[config.mk]
export PLATFORM = sky130hd
export DESIGN_NAME = vga_scan_ctrl
export DESIGN_NICKNAME = d
export VERILOG_FILES = /design/src/rtl/vga_pkg.sv /design/src/rtl/tick_div.sv /design/src/rtl/vga_scan_ctrl.sv
export SDC_FILE = /design/constraint.sdc
export NUM_CORES = 1
export LEC_CHECK = 0
export ABC_AREA = 0
export CORE_MARGIN = 5
export CORE_UTILIZATION = 53
export DETAILED_ROUTE_END_ITERATION = 6
export PLACE_DENSITY = 0.89
export SYNTH_ARGS = -nofsm -noshare
export SYNTH_HDL_FRONTEND = slang
export SYNTH_SLANG_ARGS = --single-unit
[constraint.sdc]
create_clock -name clk -period 2.66 [get_ports clk]
set_input_delay 0.266 -clock clk [delete_from_list [all_inputs] [get_ports clk]]
set_output_delay 0.266 -clock clk [all_outputs]
set_load 0.01 [all_outputs]
[src/rtl/vga_pkg.sv]
// Shared VGA timing constants (640x400@70), RGB332 field widths and sizing helpers.
package vga_pkg;
   localparam int VGA_H_ACTIVE = 640;
   localparam int VGA_H_FRONT  = 16;
   localparam int VGA_H_SYNC   = 96;
   localparam int VGA_H_BACK   = 48;
   localparam int VGA_V_ACTIVE = 400;
   localparam int VGA_V_FRONT  = 12;
   localparam int VGA_V_SYNC   = 2;
   localparam int VGA_V_BACK   = 35;

   localparam int RGB_R_W = 3;
   localparam int RGB_G_W = 3;
   localparam int RGB_B_W = 2;
   localparam int RGB_W   = RGB_R_W + RGB_G_W + RGB_B_W;

   function automatic int line_total(input int active, input int front, input int sync,
                                     input int back);
      return active + front + sync + back;
   endfunction

   // Width of a counter/coordinate covering 0..n-1, never below one bit.
   function automatic int coord_width(input int n);
      return (n > 1) ? $clog2(n) : 1;
   endfunction
endpackage

[src/rtl/tick_div.sv]
// Pixel-enable divider: counts 0..CLK_DIV-1 and asserts tick on the last count.
module tick_div
   import vga_pkg::*;
#(
   parameter int CLK_DIV = 2
) (
   input  logic clk,
   input  logic rst,
   output logic tick
);
   localparam int W = coord_width(CLK_DIV);

   logic [W-1:0] cnt;

   // With CLK_DIV=1 the counter sits at 0 forever, so tick is permanently high.
   assign tick = (cnt == W'(CLK_DIV - 1));

   always_ff @(posedge clk) begin
      if (rst)       cnt <= '0;
      else if (tick) cnt <= '0;
      else           cnt <= cnt + 1'b1;
   end
endmodule

[src/rtl/vga_scan_ctrl.sv]
// VGA scan controller: h/v counters, sync decode, framebuffer read strobe and
// a one-tick output pipeline that keeps colour and syncs aligned.
module vga_scan_ctrl
   import vga_pkg::*;
#(
   parameter int H_ACTIVE    = VGA_H_ACTIVE,
   parameter int H_FRONT     = VGA_H_FRONT,
   parameter int H_SYNC      = VGA_H_SYNC,
   parameter int H_BACK      = VGA_H_BACK,
   parameter int V_ACTIVE    = VGA_V_ACTIVE,
   parameter int V_FRONT     = VGA_V_FRONT,
   parameter int V_SYNC      = VGA_V_SYNC,
   parameter int V_BACK      = VGA_V_BACK,
   parameter int CLK_DIV     = 2,
   parameter int SCALE_SHIFT = 1,
   parameter int RD_LAT      = 1,
   parameter bit HS_POL      = 1'b1,
   parameter bit VS_POL      = 1'b1
) (
   input  logic                                             clk,
   input  logic                                             rst,
   output logic                                             rd_en,
   output logic [coord_width(H_ACTIVE >> SCALE_SHIFT)-1:0]  rd_x,
   output logic [coord_width(V_ACTIVE >> SCALE_SHIFT)-1:0]  rd_y,
   input  logic [RGB_W-1:0]                                 pix_in,
   output logic [RGB_R_W-1:0]                               vga_r,
   output logic [RGB_G_W-1:0]                               vga_g,
   output logic [RGB_B_W-1:0]                               vga_b,
   output logic                                             hsync,
   output logic                                             vsync,
   output logic                                             frame_start,
   output logic                                             vblank
);
   localparam int H_TOTAL = line_total(H_ACTIVE, H_FRONT, H_SYNC, H_BACK);
   localparam int V_TOTAL = line_total(V_ACTIVE, V_FRONT, V_SYNC, V_BACK);
   localparam int HC_W    = coord_width(H_TOTAL);
   localparam int VC_W    = coord_width(V_TOTAL);
   localparam int X_W     = coord_width(H_ACTIVE >> SCALE_SHIFT);
   localparam int Y_W     = coord_width(V_ACTIVE >> SCALE_SHIFT);

   // Read data must land before the tick that consumes it.
   if (CLK_DIV < 1 || CLK_DIV <= RD_LAT) begin : g_bad_cfg
      $error("vga_scan_ctrl: CLK_DIV must be >= 1 and greater than RD_LAT");
   end

   logic            tick;
   logic [HC_W-1:0] h_cnt, h_nxt;
   logic [VC_W-1:0] v_cnt, v_nxt;
   logic            h_wrap, v_wrap;
   logic            nxt_active, cur_active, in_hs, in_vs;
   logic            cap;
   logic [RGB_W-1:0] pix_reg, pix_src;

   tick_div #(.CLK_DIV(CLK_DIV)) u_tick_div (
      .clk  (clk),
      .rst  (rst),
      .tick (tick)
   );

   if (RD_LAT == 0) begin : g_lat0
      assign cap = rd_en;
   end else begin : g_latn
      logic [RD_LAT-1:0] rd_pipe;
      always_ff @(posedge clk) begin
         if (rst) rd_pipe <= '0;
         else     rd_pipe <= (rd_pipe << 1) | RD_LAT'(rd_en);
      end
      assign cap = rd_pipe[RD_LAT-1];
   end

   always_comb begin
      h_wrap     = (int'(h_cnt) == H_TOTAL - 1);
      v_wrap     = (int'(v_cnt) == V_TOTAL - 1);
      h_nxt      = h_wrap ? '0 : h_cnt + 1'b1;
      v_nxt      = v_cnt;
      if (h_wrap) v_nxt = v_wrap ? '0 : v_cnt + 1'b1;
      nxt_active = (int'(h_nxt) < H_ACTIVE) && (int'(v_nxt) < V_ACTIVE);
      cur_active = (int'(h_cnt) < H_ACTIVE) && (int'(v_cnt) < V_ACTIVE);
      in_hs      = (int'(h_cnt) >= H_ACTIVE + H_FRONT) &&
                   (int'(h_cnt) <  H_ACTIVE + H_FRONT + H_SYNC);
      in_vs      = (int'(v_cnt) >= V_ACTIVE + V_FRONT) &&
                   (int'(v_cnt) <  V_ACTIVE + V_FRONT + V_SYNC);
      // Data arriving on the tick clk itself bypasses the holding register.
      pix_src    = cap ? pix_in : pix_reg;
   end

   assign vblank = (int'(v_cnt) >= V_ACTIVE);

   always_ff @(posedge clk) begin
      if (rst) begin
         h_cnt                 <= '0;
         v_cnt                 <= '0;
         rd_en                 <= 1'b0;
         rd_x                  <= '0;
         rd_y                  <= '0;
         frame_start           <= 1'b0;
         pix_reg               <= '0;
         {vga_r, vga_g, vga_b} <= '0;
         hsync                 <= ~HS_POL;
         vsync                 <= ~VS_POL;
      end else begin
         rd_en       <= 1'b0;
         rd_x        <= '0;
         rd_y        <= '0;
         frame_start <= 1'b0;
         if (cap) pix_reg <= pix_in;
         if (tick) begin
            h_cnt       <= h_nxt;
            v_cnt       <= v_nxt;
            frame_start <= h_wrap && v_wrap;
            if (nxt_active) begin
               rd_en <= 1'b1;
               rd_x  <= X_W'(h_nxt >> SCALE_SHIFT);
               rd_y  <= Y_W'(v_nxt >> SCALE_SHIFT);
            end
            // Outputs present the pixel just left, one tick behind the counters.
            {vga_r, vga_g, vga_b} <= cur_active ? pix_src : '0;
            hsync <= in_hs ? HS_POL : ~HS_POL;
            vsync <= in_vs ? VS_POL : ~VS_POL;
         end
      end
   end
endmodule

==> results.json, run 1 <==
{
  "setup-tns-final_ns": 0,
  "min_from": "vga_g[0]",
  "clkLatencyLatePin_ns": 0.34,
  "synth_edf_count": 0,
  "largest_reg_flops": 10,
  "syn2layout_area_growth_pct": 24.01,
  "finalHoldViolations": 0,
  "first_pass_iters": 5,
  "wl_um": 5984,
  "largestRegisters": "h_cnt (10), rd_x (9), v_cnt (9)",
  "layout.nets": 343,
  "async_reset_ff_frac": 0,
  "antenna_found_initial": 0,
  "drt-initial-drc-count": 139,
  "regArea_um2": 1161,
  "synth.most_common_cell": "dfxtp_1",
  "die-area_um2": 6307,
  "cp_max_fo": 10,
  "grt_pass1_wl_um": 10060,
  "diodes": 0,
  "setup_viol": 0,
  "yosys.area.top_type": "dfxtp_1",
  "cts-htree-levels": 3,
  "ir_worst_vdd_v": 0.0002520,
  "postSynthCellCount": 292,
  "port_buffers": 39,
  "initial_core_util": 0.5443,
  "postRouteAntennaNets": 0,
  "arrival_ns": 2.65,
  "slew_headroom": 0.5431,
  "grtUsageTotal": 0.2075,
  "r2r_cells": 7,
  "met1_usage": 0.2574,
  "synthFlopType": "dfxtp_1",
  "grt_pass1_vias": 2108,
  "end_kind": "flip-flop",
  "ys_seq_area_frac": 0.4547,
  "core_area_um2": 4692,
  "use_met3": 0.05869,
  "cts_setup_buffers": 0,
  "r2r_end": "rd_x[5]",
  "cts_tree": "yes",
  "rsz0062_at_grt": "no",
  "fmax_mhz": 412.9,
  "maxCapViolations": 0,
  "cts_sinks": 58,
  "cts_root_buf": "clkbuf_8",
  "min_to": "vga_g[0]",
  "fin_crit_sh": 0.9105,
  "via_count": 2209,
  "drive_gt1_frac": 0.1078,
  "fp-row-count": 25,
  "ios": 40,
  "r2r_start": "h_cnt[1]",
  "crit_type": "flip-flop to flip-flop",
  "min_period_ns": 2.422,
  "numCtsBuffers": 9,
  "via_per_inst": 5.693,
  "total_leakage_power_uw": 0.001082,
  "synthTopCellsByArea": "dfxtp_1 45%, nor2_1 6.0%, nand2_1 4.3%, mux2i_1 3.5%, o21ai_0 2.9%",
  "postLayoutCoreUtil": 0.6749,
  "wire_per_inst_um": 15.42,
  "synth_cell_type_count": 53,
  "cp-start-kind": "flip-flop",
  "min_path_cells": 2,
  "worst_hold_path_type": "flip-flop to flip-flop",
  "path_clk_slew_ns": 0.06,
  "clockBufferDepth": 2,
  "r2r_setup_slack_ns": 0.24,
  "clock_skew_ns": 0.005552,
  "power.density_nw_per_um2": 580.2,
  "grt_max_degree": 22,
  "tightestPinTransition_ns": 0.6768,
  "drcViolationCount": 0,
  "syn_avg_cell_area_um2": 8.746,
  "ys_ff_latch": 58,
  "drv_slew": 0,
  "use_met2": 0.3224,
  "grt-busiest-layer": "met2",
  "die_w_um": 79.42,
  "cts_resized": 0,
  "synth_fp_nets": 306,
  "synth_warnings": 0,
  "fillers": 392,
  "gp_congestion": 0.9182,
  "ctsHoldBuffers": 0,
  "fp.dieH_um": 79.42,
  "grt_overflow": 0,
  "outcome": "finished, final reports clean",
  "synth.top_cells.by_count": "58 x dfxtp_1, 41 x nor2_1, 29 x nand2_1",
  "crit_required_ns": 2.89,
  "netlist_area_um2": 2554,
  "largest-register": "h_cnt",
  "dp_hpwl_um": 4172,
  "synth_top_area_share": 0.4547,
  "multiInputGateArea_um2": 1246
}
[cell families after synthesis]
kind of cell,count (synthesis),synth area share
compound gates,53,0.1475
fa+ha+maj,4,0.01960
mux,10,0.03969
xor+xnor,12,0.04116
buf+inv,30,0.05732
simple gates,125,0.2401
flops,58,0.4547
[worst max-delay path, cell delays in order (launching register included)]
cell,delay [ns]
dfxtp_1,0.39
ha_1,0.29
nand3_1,0.12
or3_1,0.50
o311a_4,0.44
o211ai_4,0.31
buf_4,0.21
nor2_1,0.06
[cell usage in the layout (no fill, tap or decap), drive strengths merged, types with 2 or more instances in the layout]
| master | Yosys | layout |
|---|---|---|
| a211oi | 6 | 6 |
| a21oi | 10 | 10 |
| a32oi | 2 | 2 |
| and2 | 3 | 3 |
| and3 | 2 | 2 |
| and4 | 2 | 2 |
| buf | 13 | 9 |
| clkbuf | 9 | 11 |
| clkdlybuf4s50 | 0 | 39 |
| clkinv | 0 | 3 |
| dfxtp | 58 | 58 |
| ha | 4 | 4 |
| inv | 8 | 8 |
| mux2i | 9 | 9 |
| nand2 | 29 | 29 |
| nand2b | 4 | 4 |
| nand3 | 9 | 9 |
| nand4 | 5 | 5 |
| nand4b | 2 | 2 |
| nor2 | 41 | 41 |
| nor3 | 13 | 13 |
| nor4 | 4 | 4 |
| o211ai | 3 | 3 |
| o21ai | 17 | 17 |
| o311a | 2 | 2 |
| o31ai | 2 | 2 |
| or2 | 2 | 2 |
| or3 | 5 | 5 |
| xnor2 | 8 | 8 |
| xor2 | 4 | 4 |
[per-stage QoR]
| stage | cell area [um^2] | instances | setup slack [ns] | hold slack [ns] | total power, uW |
|---|---|---|---|---|---|
| floorplan | 2554 | 292 | 0.5086 | 0.4272 | 996.4 |
| global placement | 2963 | 372 | 0.3391 | 0.4331 | 1037 |
| detailed placement | 2963 | 372 | 0.2809 | 0.4402 | 1042 |
| CTS | 3167 | 388 | 0.2381 | 0.4641 | 1858 |
| global route | 3167 | 388 | 0.08431 | 0.5028 | 1918 |
| finish | 3167 | 388 | 0.2380 | 0.4617 | 1837 |
[cell type report]
cell class	instances	area share
Multi-Input combinational cell	204	0.3935
Inverter	8	0.009482
Timing Repair Buffer	48	0.1446
Clock inverter	5	0.01659
Sequential cell	58	0.3667
Tap cell	54	0.02134
Clock buffer	11	0.04781
[per-layer routing]
metal	up-vias	wire length, um
met5	-	0
met1	1008	2740
met4	0	85
met2	99	2774
met3	12	383
li1	1090	-
[where the power goes]
part	leakage [uW]	internal [uW]	total (uW)	switching (uW)
Clock	0.000105	478	813	335
Sequential	0.000470	888	913	25.1
Combinational	0.000508	53.9	111	57.0
[worst max-delay path by stage]
stage	from	end	slack [ns]	cells past startpoint
floorplan	h_cnt[1]	rd_x[8]	0.51	8
global route	h_cnt[1]	rd_x[0]	0.08	10
finish	h_cnt[1]	rd_x[5]	0.24	7
global placement	h_cnt[1]	rd_x[6]	0.34	7
detailed placement	h_cnt[1]	rd_x[5]	0.28	7
CTS	h_cnt[1]	rd_x[5]	0.24	7
No activity file was read; power rests on OpenSTA's default activity.
==> run 2, diff against run 1 <==
Settings changed: CORE_MARGIN 5 to not set.
==> run 2 against run 1 <==
Non-clock buffer count did not move. Sequential power barely moved. Utilization rose by 2.0 points. Final area fell by 1.1%. Global-route usage rose by 2.7 points. First-iteration DRC count rose by 50%. Register-to-register slack barely moved. Die area fell by 19%. Maximum frequency barely moved. Largest cell class unchanged. Highest routed layer unchanged.
==> results.json, run 2 (synthesis results as in run 1) <==
{
  "outcome": "finished, final reports clean",
  "grt_max_degree": 16,
  "clkLatencyLatePin_ns": 0.34,
  "fp.dieH_um": 71.42,
  "r2r_cells": 10,
  "grt_pass1_wl_um": 9073,
  "first_pass_iters": 5,
  "cp_max_fo": 10,
  "fmax_mhz": 412.9,
  "cp_common_cell": "buf_4",
  "power.density_nw_per_um2": 551.7,
  "min_from": "vga_r[0]",
  "slew_headroom": 0.5374,
  "rsz0062_at_grt": "no",
  "grt_pass1_vias": 1964,
  "min_period_ns": 2.422,
  "cts_tree": "yes",
  "initial_core_util": 0.5669,
  "cts-htree-levels": 3,
  "cts_sinks": 58,
  "core_area_um2": 4504,
  "dp_hpwl_um": 3843,
  "final_cell_area_um2": 3132,
  "final_cell_mix": "58 x dfxtp_1, 41 x nor2_1, 39 x clkdlybuf4s50_1",
  "internal-power_uw": 1300,
  "die_w_um": 71.42,
  "numCtsBuffers": 9,
  "power.sequential.fraction": 0.529,
  "largestRegisters": "h_cnt (10), rd_x (9), v_cnt (9)",
  "postRouteAntennaNets": 0,
  "via_per_inst": 5.624,
  "r2r_end": "rd_y[0]",
  "cp-start-kind": "flip-flop",
  "path_clk_slew_ns": 0.06,
  "clockBufferDepth": 2,
  "min_to": "vga_r[0]",
  "ios": 40,
  "clockPowerShare": 0.407,
  "worst_hold_path_type": "flip-flop to flip-flop",
  "drv_slew": 0,
  "regArea_um2": 1161,
  "drt-initial-drc-count": 208,
  "fin_crit_sh": 0.9104,
  "gp_congestion": 0.8870,
  "wire_per_inst_um": 14.38,
  "r2r_setup_slack_ns": 0.24,
  "syn2layout_area_growth_pct": 22.64,
  "final_common_cell": "dfxtp_1",
  "cp_slowest_stage_delay_ns": 0.41,
  "setup_viol": 0,
  "fillers": 359,
  "critPathBufInv": 3,
  "drive_gt1_frac": 0.1048,
  "switchingPower_uw": 427.5,
  "arrival_ns": 2.65,
  "cts_setup_buffers": 0,
  "largest_reg_flops": 10,
  "critPathSlowestCell": "dfxtp_1",
  "finalHoldViolations": 0,
  "cts_resized": 0,
  "r2r_start": "h_cnt[1]",
  "setup-tns-final_ns": 0,
  "min_path_cells": 2,
  "crit_type": "flip-flop to flip-flop",
  "grtUsageTotal": 0.2345,
  "end_kind": "flip-flop",
  "die-area_um2": 5100,
  "diodes": 0,
  "ctsHoldBuffers": 0,
  "cp_top_family": "simple AND/OR/NAND/NOR gates",
  "crit_required_ns": 2.89,
  "drcViolationCount": 0,
  "total_leakage_power_uw": 0.001060,
  "ir_worst_vdd_v": 0.0002967,
  "postPlaceCellArea_um2": 2960,
  "grt_overflow": 0,
  "tightestPinTransition_ns": 0.6914,
  "combPwrFrac": 0.065,
  "p_sw_frac": 0.2474,
  "layout.nets": 343,
  "fp-row-count": 24,
  "cts_root_buf": "clkbuf_8",
  "multiInputGateArea_um2": 1246,
  "clock_skew_ns": 0.01041,
  "antenna_found_initial": 0,
  "port_buffers": 39,
  "worst-path-stages": 10,
  "wl_um": 5552,
  "crit_chain": "ha_1, nand3_1, buf_4, nor3_1, buf_4, a21oi_1, and4_1, o211ai_4, buf_4, nor2_1",
  "via_count": 2171,
  "maxCapViolations": 0,
  "largest-register": "h_cnt"
}
[run 2: cell count changes in the layout (fill, tap and decap cells not counted)]
cell,before,now
clkbuf_1,0,1
clkbuf_8,11,10
bufinv_16,1,0
clkinvlp_4,1,2
[run 2: final cells by class]
| type | instances | share of cell area |
|---|---|---|
| well taps | 52 | 0.02078 |
| inverters | 8 | 0.009589 |
| clock buffers | 11 | 0.04515 |
| clock inverters | 5 | 0.009589 |
| flip-flops and latches | 58 | 0.3708 |
| multi-input cells | 204 | 0.3979 |
| repair buffers | 48 | 0.1462 |
[run 2: tightest hold or removal path: cells and delay by family (launching register included)]
kind	cells	cell delay (ns)
compound gates	1	0.05
simple gates	1	0.04
flops	1	0.32
[run 2: worst max-delay path by stage]
| stage | startpoint | end |
|---|---|---|
| finish | h_cnt[1] | rd_y[0] |
| global route | h_cnt[1] | rd_y[2] |
| CTS | h_cnt[1] | rd_y[0] |
| detailed placement | h_cnt[1] | rd_y[0] |
| global placement | h_cnt[1] | rd_y[3] |
| floorplan | h_cnt[1] | rd_x[8] |
[run 2: per-layer routing]
metal | vias up | routed length (um) | GRT usage
met5 | - | 0 | 0
met4 | 0 | 122 | 0.1111
met3 | 12 | 398 | 0.07876
met2 | 95 | 2575 | 0.3757
met1 | 974 | 2456 | 0.2847
li1 | 1090 | - | -
[run 2: metrics by stage]
stage | std cells | total power, uW | worst slack, ns | hold slack, ns | utilization
final | 386 | 1728 | 0.2383 | 0.4505 | 0.6953
after global routing | 386 | 1794 | 0.05785 | 0.4896 | 0.6953
after CTS | 386 | 1743 | 0.2687 | 0.4587 | 0.6953
after detailed placement | 370 | 1042 | 0.2801 | 0.4433 | 0.6572
after global placement | 370 | 1038 | 0.4014 | 0.4346 | 0.6572
after floorplan | 292 | 996.4 | 0.5086 | 0.4272 | -
[run 2: power by group through the flow]
stage | clock, uW | sequential [uW] | combinational [uW]
5_1_grt | 757 | 915 | 123
3_5_place_dp | 0 | 932 | 111
2_1_floorplan | 0 | 920 | 76.1
6_report | 703 | 913 | 112
3_3_place_gp | 0 | 930 | 108
4_1_cts | 718 | 913 | 112
==> run 3, diff against run 2 <==
Settings changed: ABC_AREA 0 to 1, CORE_MARGIN set to 2, CORE_UTILIZATION 53 to 52, PLACE_DENSITY 0.89 to 0.88.
==> run 3 against run 2 <==
Via count shrank 3.6%. Flip-flop and latch count stayed put. Clock-buffer cell count unchanged. Routed wire length fell by 6.2%. Largest cell class is now flip-flops and latches. Combinational power decreased by 34%. Critical path type unchanged. Maximum frequency increased by 13%. Setup slack gained 0.28 ns. Final area fell by 2.1%.
==> results.json, run 3 <==
{
  "outcome": "finished, final reports clean",
  "synth_top_area_share": 0.4735,
  "wire_per_inst_um": 12.96,
  "drcViolationCount": 0,
  "drv_slew": 0,
  "synth_warnings": 0,
  "dp_hpwl_um": 3599,
  "largestRegisters": "h_cnt (10), rd_x (9), v_cnt (9)",
  "power.density_nw_per_um2": 580.1,
  "rsz0062_at_grt": "no",
  "path_clk_slew_ns": 0.07,
  "first_pass_iters": 6,
  "cts_setup_buffers": 0,
  "power.total_uw": 1778,
  "layout.nets": 359,
  "synthTopCellsByArea": "dfxtp_1 47%, nand2_1 9.6%, inv_1 5.4%, nor2_1 5.4%, o22ai_1 3.8%",
  "cts_tree": "yes",
  "final_common_cell": "nand2_1",
  "ys_seq_area_frac": 0.4735,
  "cts_resized": 0,
  "min_period_ns": 2.143,
  "die-area_um2": 5282,
  "syn_avg_cell_area_um2": 8.120,
  "ios": 40,
  "clock_skew_ns": 0.006793,
  "cts_root_buf": "clkbuf_8",
  "diodes": 0,
  "synth.most_common_cell": "nand2_1",
  "postLayoutCoreUtil": 0.6898,
  "die_w_um": 72.68,
  "async_reset_ff_frac": 0,
  "gp_congestion": 0.9392,
  "clockBufferDepth": 2,
  "port_buffers": 39,
  "slew_headroom": 0.4237,
  "netlist_area_um2": 2452,
  "grt_max_degree": 22,
  "grt_overflow": 0,
  "via_count": 2092,
  "wl_um": 5209,
  "initial_core_util": 0.5518,
  "cp-start-kind": "flip-flop",
  "setup_viol": 0,
  "cts-htree-levels": 3,
  "maxCapViolations": 0,
  "tightestPinTransition_ns": 0.8613,
  "grtUsageTotal": 0.2190,
  "ir_worst_vdd_v": 0.0004545,
  "cp_max_fo": 18,
  "numCtsBuffers": 9,
  "setup-tns-final_ns": 0,
  "fmax_mhz": 466.6,
  "finalHoldViolations": 0,
  "synth_cell_type_count": 34,
  "fp.dieH_um": 72.68,
  "largest-register": "h_cnt",
  "clkLatencyLatePin_ns": 0.33,
  "ys_ff_latch": 58,
  "end_kind": "flip-flop",
  "total_leakage_power_uw": 0.001163,
  "antenna_found_initial": 0,
  "cts_sinks": 58,
  "drive_gt1_frac": 0.1229,
  "grt_pass1_vias": 1981,
  "postSynthCellCount": 302,
  "synth.top_cells.by_count": "63 x nand2_1, 58 x dfxtp_1, 35 x inv_1, 35 x nor2_1, 17 x nand3_1",
  "via_per_inst": 5.204,
  "crit_required_ns": 2.86,
  "ctsHoldBuffers": 0,
  "final_cell_mix": "63 x nand2_1, 58 x dfxtp_1, 39 x clkdlybuf4s50_1",
  "crit_type": "flip-flop to flip-flop",
  "fin_crit_sh": 0.8057,
  "arrival_ns": 2.34,
  "largest_reg_flops": 10,
  "syn2layout_area_growth_pct": 25.00,
  "synth_fp_nets": 316,
  "core_area_um2": 4444,
  "synth_edf_count": 0,
  "yosys.area.top_type": "dfxtp_1",
  "postRouteAntennaNets": 0,
  "drt-initial-drc-count": 194,
  "grt_pass1_wl_um": 8880,
  "synthFlopType": "dfxtp_1",
  "worst_hold_path_type": "flip-flop to flip-flop",
  "fp-row-count": 24
}
-- run 3: path summary, 6_finish.rpt --
path                  from       to  slack [ns]  cells after the start
setup / recovery  h_cnt[0]  rd_x[8]        0.52                     10
hold / removal       rd_en      cap        0.43                      2
setup reg to reg  h_cnt[0]  rd_x[8]        0.52                     10
hold reg to reg      rd_en      cap        0.43                      2
-- run 3: worst max-delay path, stage by stage (launching register included) --
cell and delay [ns]:
dfxtp_1 0.40, ha_1 0.22, nand2_2 0.08, nor2_4 0.17
nand3_2 0.32, nand2_1 0.15, nand2_1 0.10, nor2_2 0.14
nand2_2 0.07, nand2_4 0.26, nor2_1 0.10
-- run 3: final cells by class --
type | count | area (um^2)
clock buffer | 11 | 151.4
clock inverter | 5 | 52.55
multi-input combinational | 198 | 1095
sequential | 58 | 1161
fill | 343 | 1379
timing repair buffer | 40 | 397.9
inverter | 38 | 142.6
tap | 52 | 65.06
-- run 3: metrics by stage --
step | instance area [um^2] | std cells | setup WS (ns) | hold WS (ns)
finish | 3065 | 402 | 0.5168 | 0.4275
global route | 3065 | 402 | 0.3894 | 0.4718
CTS | 3065 | 402 | 0.5263 | 0.4325
detailed placement | 2861 | 386 | 0.3117 | 0.4211
global placement | 2861 | 386 | 0.4636 | 0.4151
floorplan | 2452 | 302 | 0.8730 | 0.4278
-- run 3: cell families (layout without fill, tap and decap cells) --
group,count (synthesis),count (layout),synth area share
and+or+nand+nor,144,144,0.2867
muxes,8,8,0.03265
adders and majority gates,4,4,0.02041
xor gates and xnor gates,2,2,0.007144
AOI/OAI and AO/OA,40,40,0.09950
buffers and inverters,46,94,0.08010
DFF,58,58,0.4735
-- run 3: layer usage --
| layer | vias up | wire, um | track usage |
|---|---|---|---|
| met5 | - | 0 | 0 |
| met4 | 0 | 61 | 0.09259 |
| met3 | 9 | 353 | 0.06215 |
| met2 | 75 | 2552 | 0.3636 |
| met1 | 950 | 2243 | 0.2654 |
| li1 | 1058 | - | - |
-- run 3: report_power, final --
part	leakage, uW	internal (uW)	switching [uW]
sequential	0.000469	880	8.61
combinational	0.000590	30.9	43.4
clock	0.000105	478	337
==> RTL edit 1 (config.mk and constraints of run 2) <==
Put a register stage on the output `vga_g`, with the module's reset. The value now appears one clock later. The other outputs are not delayed to match.
--- a/src/rtl/vga_scan_ctrl.sv
+++ b/src/rtl/vga_scan_ctrl.sv
@@ -37,6 +37,8 @@
    localparam int VC_W    = coord_width(V_TOTAL);
    localparam int X_W     = coord_width(H_ACTIVE >> SCALE_SHIFT);
    localparam int Y_W     = coord_width(V_ACTIVE >> SCALE_SHIFT);
+
+   logic [RGB_G_W-1:0] vga_g_d;
 
    // Read data must land before the tick that consumes it.
    if (CLK_DIV < 1 || CLK_DIV <= RD_LAT) begin : g_bad_cfg
@@ -95,7 +97,7 @@
          rd_y                  <= '0;
          frame_start           <= 1'b0;
          pix_reg               <= '0;
-         {vga_r, vga_g, vga_b} <= '0;
+         {vga_r, vga_g_d, vga_b} <= '0;
          hsync                 <= ~HS_POL;
          vsync                 <= ~VS_POL;
       end else begin
@@ -114,11 +116,19 @@
                rd_y  <= Y_W'(v_nxt >> SCALE_SHIFT);
             end
             // Outputs present the pixel just left, one tick behind the counters.
-            {vga_r, vga_g, vga_b} <= cur_active ? pix_src : '0;
+            {vga_r, vga_g_d, vga_b} <= cur_active ? pix_src : '0;
             hsync <= in_hs ? HS_POL : ~HS_POL;
             vsync <= in_vs ? VS_POL : ~VS_POL;
          end
       end
    end
+   always_ff @(posedge clk) begin
+      if (rst) begin
+         vga_g <= '0;
+      end else begin
+         vga_g <= vga_g_d;
+      end
+   end
+
 endmodule
 
Formal check against the unedited RTL: not equivalent (Yosys sat finds a counterexample within 10 cycles, from zero or initial values and one cycle with rst high).
==> RTL edit 1 against run 2 <==
- power is 19% higher
- sequential power increased by 3.1%
- wire length up 18%
- design area grew 14%
- sequential cell count up 3
- synthesized cell count grew 8.9%
- area after synthesis rose by 12%
- worst setup slack lost 0.087 ns
- largest cell class unchanged
==> RTL edit 1: results (changes against run 2) <==
* DPL Wire Length at 4.45 mm (+16%)
* Met3 usage at 7.80% (-0.072 points)
* R2r setup slk at 0.15 ns (-0.09 ns)
* Fillers at 366 (+1.9%)
* Leak pwr at 1.20 nW (+13%)
* Tmin final at 2.51 ns (+0.0872 ns)
* CP max stage delay at 0.50 ns (+0.09 ns)
* Synthesized instance count at 318 (+8.9%)
* Met2 Use GR at 38.2% (+0.63 points)
* Crit path launch: h_cnt[0]$_SDFFE_PP0P_
* WP data arrival at 2.76 ns (+0.11 ns)
* Worst hold start: vga_g_d[2]$_SDFFE_PP0P_
* CP max FO at 12 (+2)
* Unique masters post-synth at 50 (-5.7%)
* Finished Layout Cells at 432 (+12%)
* Peak VDD IR at 403 uV (+36%)
* Global-route wire length before repair at 10.6 mm (+17%)
* Status: complete, no violations
* GRT Overall Usage at 25.2% (+1.7 points)
* Layout cells sized above 1 at 14.6% (+4.2 points)
* Cells after DPL at 416 (+12%)
* Wl on met1 at 2.88 mm (+17%)
* CP max-delay cell: or3_4
* Synth top area cells: dfxtp_1 (43%), a211oi_2 (4.4%), nor2_1 (4.2%)
* Sw Pwr at 438 uW (+2.4%)
* Slew headroom at 52.9% (-0.84 points)
* Via density at 5.83 (+3.7%)
* Sequential area share after synthesis at 42.6% (-2.9 points)
==> RTL edit 1: cell types whose count changed after synthesis, sizes merged, moves of 4 or more <==
cell	before	now
o21ai	17	21
a21oi	10	17
a211oi	6	17
clkbuf	9	14
nor2	41	32
==> RTL edit 1: power by group through the flow <==
stage / Combinational [mW] / Sequential (mW) / Clock (mW)
final: 0.121 / 0.941 / 1.00
after global routing: 0.132 / 0.942 / 1.06
after CTS: 0.119 / 0.941 / 1.02
after detailed placement: 0.118 / 0.961 / 0
after global placement: 0.115 / 0.960 / 0
after floorplan: 0.0757 / 0.958 / 0
==> RTL edit 1: logic make-up after synthesis <==
family / after synthesis / synth area share, %
AND/OR/NAND/NOR: 123 / 22.6
AO/OA/AOI/OAI: 70 / 18.3
XOR/XNOR: 14 / 4.28
buffers and inverters: 35 / 6.63
multiplexers: 11 / 3.93
adder cells (fa/ha/maj): 4 / 1.75
flip-flops: 61 / 42.6
==> RTL edit 1: per-stage QoR <==
stage | hold slack, ns | TNS (ns)
CTS | 0.456 | 0
finish | 0.448 | 0
detailed placement | 0.441 | 0
floorplan | 0.417 | 0
global placement | 0.427 | 0
global route | 0.475 | -0.000279
==> RTL edit 1: cell type report <==
class	instances	area share [%]
multi-input cells	222	41.1
flip-flops and latches	61	34.2
repair buffers	55	14.7
clock buffers	12	4.07
clock inverters	4	2.67
well taps	70	2.46
inverters	8	0.842
==> RTL edit 1: path summary, 6_finish.rpt <==
check / end / cells past startpoint
worst min register to register: vga_g_d[2]$_SDFFE_PP0P_ / 2
worst max register to register: rd_y[5]$_SDFF_PP0_ / 6
worst max-delay path: rd_y[5]$_SDFF_PP0_ / 6
worst min-delay path: vga_g_d[2]$_SDFFE_PP0P_ / 2
==> RTL edit 2 (config.mk and constraints of run 2) <==
Without the edit above. Change the parameter `RD_LAT` from 1 to 0.
--- a/src/rtl/vga_scan_ctrl.sv
+++ b/src/rtl/vga_scan_ctrl.sv
@@ -13,7 +13,7 @@
    parameter int V_BACK      = VGA_V_BACK,
    parameter int CLK_DIV     = 2,
    parameter int SCALE_SHIFT = 1,
-   parameter int RD_LAT      = 1,
+   parameter int RD_LAT      = 0,
    parameter bit HS_POL      = 1'b1,
    parameter bit VS_POL      = 1'b1
 ) (
Check against the original RTL: not equivalent (Yosys sat finds a counterexample within 10 cycles, from zero or initial values and one cycle with rst high).
==> RTL edit 2 against run 2 <==
- fmax shrank 0.30%
- area after synthesis increased by 2.5%
- worst setup slack got worse by 0.0073 ns
- largest cell class unchanged
- die area up 2.5%
- sequential cell count shrank 1
- non-clock buffer count up 5
- wire length grew 1.8%
- utilization fell by 1.7 points
- synthesized cell count down 3.4%
- largest power group unchanged
- highest routed layer unchanged
- count of clock-buffer cells in the layout increased by 2
- final cell count up 2.1%
- design area grew 2.3%
- power is 3.4% lower
==> RTL edit 2: results (changes against run 2) <==
* CP max stage delay at 0.61 ns (+0.20 ns)
* Worst hold start: vga_g[1]$_SDFFE_PP0P_
* Via density at 5.45 (-3.2%)
* FF-to-FF End: rd_x[8]$_SDFF_PP0_
* Worst Skew at 0.00622 ns (-0.00419 ns)
* R2R cell count at 8 (-2)
* Pre-antenna DRT Iters at 4 (-1)
* Synth top area cells: dfxtp_1 (44%), nor2_1 (4.0%), nand2_1 (3.9%)
* Largest net degree at the start of global routing at 18 (+2)
* Gpl congestion at 0.953 (+7.4%)
* Placed inst area at 3030 sq um (+2.4%)
* Ant. Diodes at 0 (unchanged)
* CP delay by family, top: simple AND/OR/NAND/NOR gates
* Register share of total power at 53.2% (+0.3 points)
* Layout cells sized above 1 at 13.5% (+3.0 points)
* Biggest regs: h_cnt (10), rd_x (9), v_cnt (9)
* Post-cts sizing count at 0 (unchanged)
* Total chip power at 1.67 mW (-3.4%)
* Syn Nets at 296 (-3.3%)
* WL/cell at 14.3 microns (-0.25%)
* Post-CTS setup buffers at 0 (unchanged)
* Switch share at 22.2% (-2.6 points)
* R2r setup slk at 0.23 ns
* Worst setup EP type: register
* Starting DRT DRC Count at 162 (-22%)
* Hold EP: vga_g[1]$_SDFFE_PP0P_
* CP max FO at 8 (-2)
* Initial antenna violation count at 0 (unchanged)
* Vias in the first global route at 1973 (+0.46%)
* Reg-to-Reg Start: h_cnt[0]$_SDFFE_PP0P_
* Final Net Count at 336 (-2.0%)
* Crit path launch type: register
* Syn_area_per_cell at 9.29 sq um (+6.2%)
* Least-Margin Pin Slew at 1.20 ns (+0.507 ns)
* WP data arrival at 2.63 ns (-0.02 ns)
* Status: complete, no violations
* DRT Wirelength at 5.65 mm (+1.8%)
* Peak VDD IR at 335 uV (+13%)
* WHS at 0.467 ns (+0.0163 ns)
* Pre-CTS WS at 0.243 ns (-0.0371 ns)
* Leak pwr at 1.16 nW (+9.0%)
* Unique masters post-synth at 48 (-9.4%)
* CP max-delay cell: or4b_1
* Cells after DPL at 378 (+2.2%)
* Synth cell count leaders: dfxtp_1 (57), nor2_1 (28), nand2_1 (27)
* Tmin final at 2.43 ns (+0.00725 ns)
* GRT Overall Usage at 24.4% (+0.93 points)
* Power Clock at 690 uW (-2%)
* Global-route wire length before repair at 9.44 mm (+4.0%)
* Sequential area share after synthesis at 43.6% (-1.9 points)
* DPL Wire Length at 4.12 mm (+7.3%)
[RTL edit 2: logic make-up (layout without fill, tap and decap cells)]
kind of cell | after synthesis | count (layout) | synth area share, %
AO/OA/AOI/OAI | 57 | 57 | 14.7
XOR/XNOR | 13 | 13 | 4.35
adder cells (fa/ha/maj) | 4 | 4 | 1.91
buffers and inverters | 30 | 75 | 7.26
flip-flops | 57 | 57 | 43.6
multiplexers | 10 | 10 | 3.82
AND/OR/NAND/NOR | 111 | 111 | 24.4
[RTL edit 2: final cells by class]
| type | count | area [sq um] |
|---|---|---|
| inverters | 6 | 22.5 |
| fillers | 384 | 1520 |
| repair buffers | 53 | 495 |
| clock inverters | 3 | 15.0 |
| multi-input cells | 195 | 1290 |
| well taps | 67 | 83.8 |
| clock buffers | 13 | 159 |
| flip-flops and latches | 57 | 1140 |
[RTL edit 2: routing by layer]
layer  up-vias  track usage, %  wire length [microns]
met5         -               0                      0
met4         0            15.5                    133
met3        11            5.97                    343
met2        74            38.0                   2670
met1       992            30.2                   2510
li1       1069               -                      -
